$ cat src/rtl/five_bit_counter.sv
`default_nettype none
// ============================================================================
// Module   : five_bit_counter
// Purpose  : Saturating 5-bit up/down counter with parallel load and
//            zero/full flags.
// Revision : 1.0 - initial release
// ============================================================================

module five_bit_counter (
  input  logic       clock,
  input  logic       reset_n,
  input  logic [4:0] in,
  input  logic       load,
  input  logic       down,
  input  logic       up,
  output logic [4:0] counter,
  output logic       low,
  output logic       high
);

  localparam logic [4:0] C_MIN = 5'd0;
  localparam logic [4:0] C_MAX = 5'd31;

  logic [4:0] r_count;
  logic [4:0] w_next;

  // Priority: load, then down, then up; both directions saturate at the ends.
  always_comb begin
    w_next = r_count;
    if (load) begin
      w_next = in;
    end else if (down) begin
      if (r_count != C_MIN) w_next = r_count - 5'd1;
    end else if (up) begin
      if (r_count != C_MAX) w_next = r_count + 5'd1;
    end
  end

  always_ff @(posedge clock or negedge reset_n) begin
    if (!reset_n) r_count <= C_MIN;
    else          r_count <= w_next;
  end

  assign counter = r_count;
  assign low     = (r_count == C_MIN);
  assign high    = (r_count == C_MAX);

endmodule

`default_nettype wire

$ cat config.mk
export PLATFORM = sky130hd
export DESIGN_NAME = five_bit_counter
export DESIGN_NICKNAME = d
export VERILOG_FILES = /design/src/rtl/five_bit_counter.sv
export SDC_FILE = /design/constraint.sdc
export NUM_CORES = 1
export LEC_CHECK = 0
export BUFFER_PORTS_ARGS = -buffer_cell sky130_fd_sc_hd__clkbuf_2
export CELL_PAD_IN_SITES_DETAIL_PLACEMENT = 2
export CELL_PAD_IN_SITES_GLOBAL_PLACEMENT = 2
export CORE_MARGIN = 2
export CORE_UTILIZATION = 23
export DETAILED_ROUTE_END_ITERATION = 8
export GPL_TIMING_DRIVEN = 1
export PLACE_DENSITY_LB_ADDON = 0.3
export SLEW_MARGIN = 25
export SYNTH_ARGS = -nofsm -noshare
export SYNTH_HDL_FRONTEND = slang
export SYNTH_SLANG_ARGS = --single-unit
$ cat constraint.sdc
create_clock -name clock -period 1.99 [get_ports clock]
set_input_delay 0.0995 -clock clock [delete_from_list [all_inputs] [get_ports clock]]
set_output_delay 0.0995 -clock clock [all_outputs]
set_load 0.005 [all_outputs]
==> run summary <==
Die Ht -> 46.9 microns
Highest clock rate -> 519 MHz
Core ar. -> 1730 sq um
TritonCTS clock tree -> done
First-pass DRT Iterations -> 1
RSZ-0062 raised after global routing -> false
Clock transition at the registers of the reported paths -> 0.05 ns
DIE AREA -> 2200 sq um
Htree depth -> 1
Vias per inst -> 4.43
Cell Area, Synth -> 423 sq um
Initial DRC Count -> 0
Worst-skew pair later-pin latency -> 0.24 ns
Final count of pins violating max slew -> 0
Yosys top cell area share -> 29.6%
Hold Vio Cnt, Final -> 0
Layout Nets -> 80
Area contributors post-synth -> dfrtp_1 (30%), ha_1 (8.9%), o21ai_4 (7.7%), xnor2_1 (6.2%), fa_1 (4.7%)
DRC -> 0
Clock buffer depth -> 2
Status -> finished, final reports clean
Synth Instances -> 42
Top cells by count, synth -> dfrtp_1 (5), nand2_1 (5), ha_1 (3), xnor2_1 (3)
FFs w/ async S/R, synth -> 100%
Leak pwr -> 0.283 nW
All-layer global routing usage -> 12.6%
PostCTS Resize Cnt -> 0
Fillcell total -> 219
Initial core utilization -> 24.5%
PortBufs -> 16
Largest net degree at the start of global routing -> 10
Post-route setup TNS -> 0 ns
CTS Hold Buffers Added -> 1
Total grt overflow -> 0
GP Congestion -> 0.652
Min Tclk post-route -> 1.93 ns
Pre-CTS setup slack -> 0.0572 ns
Crit end category -> flip-flop
Num Clock Sinks -> 5
Power Density -> 895 nW/um^2
CTS root buf -> clkbuf_4
Initial antenna violation count -> 0
Slew margin rel. -> 78.2%
Hold WC Path Type -> input pin to flip-flop
Peak VDD IR -> 407 uV
Layout Cells excl Fill -> 90
DP HPWL -> 978 microns
Overall routed net length -> 1160 microns
Post-route ant nets -> 0
Diode count -> 0
Num CTS Buffers -> 3
Max cap viols -> 0
Worst slew pin tran -> 0.325 ns
Part of the Yosys area used for sequential elements -> 29.6%
Syn nets -> 56
Die width -> 46.9 microns
Critical path class -> flip-flop to flip-flop
Synth cell types -> 23
Startpoint Class -> flip-flop
I/O pin cnt -> 17
Fin crit share -> 96.8%
#FFs+latches synth -> 5
Final worst slack -> 0.0628 ns
Worst clock skew -> 0.00547 ns
Critical Path RT -> 2.12 ns
Post-synth top area cell -> dfrtp_1
Placed cell count -> 85
Layout cell share with drive strength beyond 1 -> 41.5%
Wire length per cell -> 12.9 microns
Syn. warnings -> 0
Mean Syn Cell Area -> 10.1 sq um
Layout Area Growth over Synthesis -> 39.3%
Via count -> 399
Worst hold slack -> 0.0744 ns
Cell Rows -> 15
Final setup vio count -> 0
Max reg flops -> 5
Critical Path AT -> 2.05 ns
Crit-path max FO -> 5
Vias in the first global route -> 427
Main flop type after synthesis -> dfrtp_1
Number of setup buffers added after CTS -> 0
Post-synth EDFFs -> 0
First-pass GRT wire length -> 1930 microns
==> cell families after synthesis <==
| logic type | count (synthesis) | synth area share, % |
|---|---|---|
| and+or+nand+nor | 13 | 17.5 |
| AOI/OAI and AO/OA | 11 | 20.1 |
| DFF | 5 | 29.6 |
| xor gates and xnor gates | 4 | 8.29 |
| muxes | 4 | 10.1 |
| adders and majority gates | 4 | 13.6 |
| buffers and inverters | 1 | 0.887 |
==> per-layer routing <==
metal,vias to the layer above,part of all wire (%),track usage [%]
met5,-,0,0
met4,0,0,3.33
met3,0,5.3,3.46
met2,14,51,20.0
met1,189,44,16.9
li1,196,-,-
==> power breakdown <==
group	internal, mW	switching, mW
Combinational	0.129	0.127
Clock	0.0757	0.0406
Sequential	0.126	0.0296
Total	0.331	0.197
==> worst max-delay path, cell delays in order (launching register included) <==
cell and delay, ns:
dfrtp_1 0.41, or4_4 0.57, o21ai_4 0.17, nand2_4 0.09, mux2_1 0.31, mux2_2 0.26
==> worst paths after layout <==
path | startpoint | endpoint | cells after the start | slack, ns
min reg2reg | counter[1] | counter[1] | 2 | 0.65
max | counter[1] | counter[3] | 5 | 0.06
max in group asynchronous | reset_n | counter[2] | 2 | 1.64
min in group asynchronous | reset_n | counter[3] | 2 | 0.21
max reg2reg | counter[1] | counter[3] | 5 | 0.06
min | in[1] | counter[1] | 3 | 0.07
==> area by class of cell <==
type | count | area, sq um | area share (%)
clock buffers | 4 | 26.3 | 4.46
multi-input cells | 36 | 294 | 49.9
flip-flops and latches | 5 | 125 | 21.2
repair buffers | 20 | 113 | 19.1
well taps | 25 | 31.3 | 5.31
==> layout by cell type, fill, tap and decap left out <==
cell type	n
clkbuf_2	16
nand2_1	5
dfrtp_1	5
xnor2_1	3
ha_1	3
clkbuf_4	3
buf_4	3
nor2_1	2
nand3_1	2
o21ai_4	2
a21oi_1	2
o21ai_0	2
mux2i_1	2
o21ai_1	2
or4_4	1
nor2b_1	1
a21boi_0	1
and3b_1	1
a211oi_1	1
nand2_4	1
a21o_1	1
mux2_1	1
mux2_2	1
xor2_1	1
fa_1	1
clkbuf_1	1
dlygate4sd3_1	1
==> per-stage QoR <==
stage | utilization, % | area (sq um) | power, mW
2_1_floorplan | - | 423 | 0.310
3_3_place_gp | 32.0 | 553 | 0.406
3_5_place_dp | 32.0 | 553 | 0.417
4_1_cts | 34.1 | 589 | 0.545
5_1_grt | 34.1 | 589 | 0.582
6_report | 34.1 | 589 | 0.527
(Power assumes the default switching activity.)
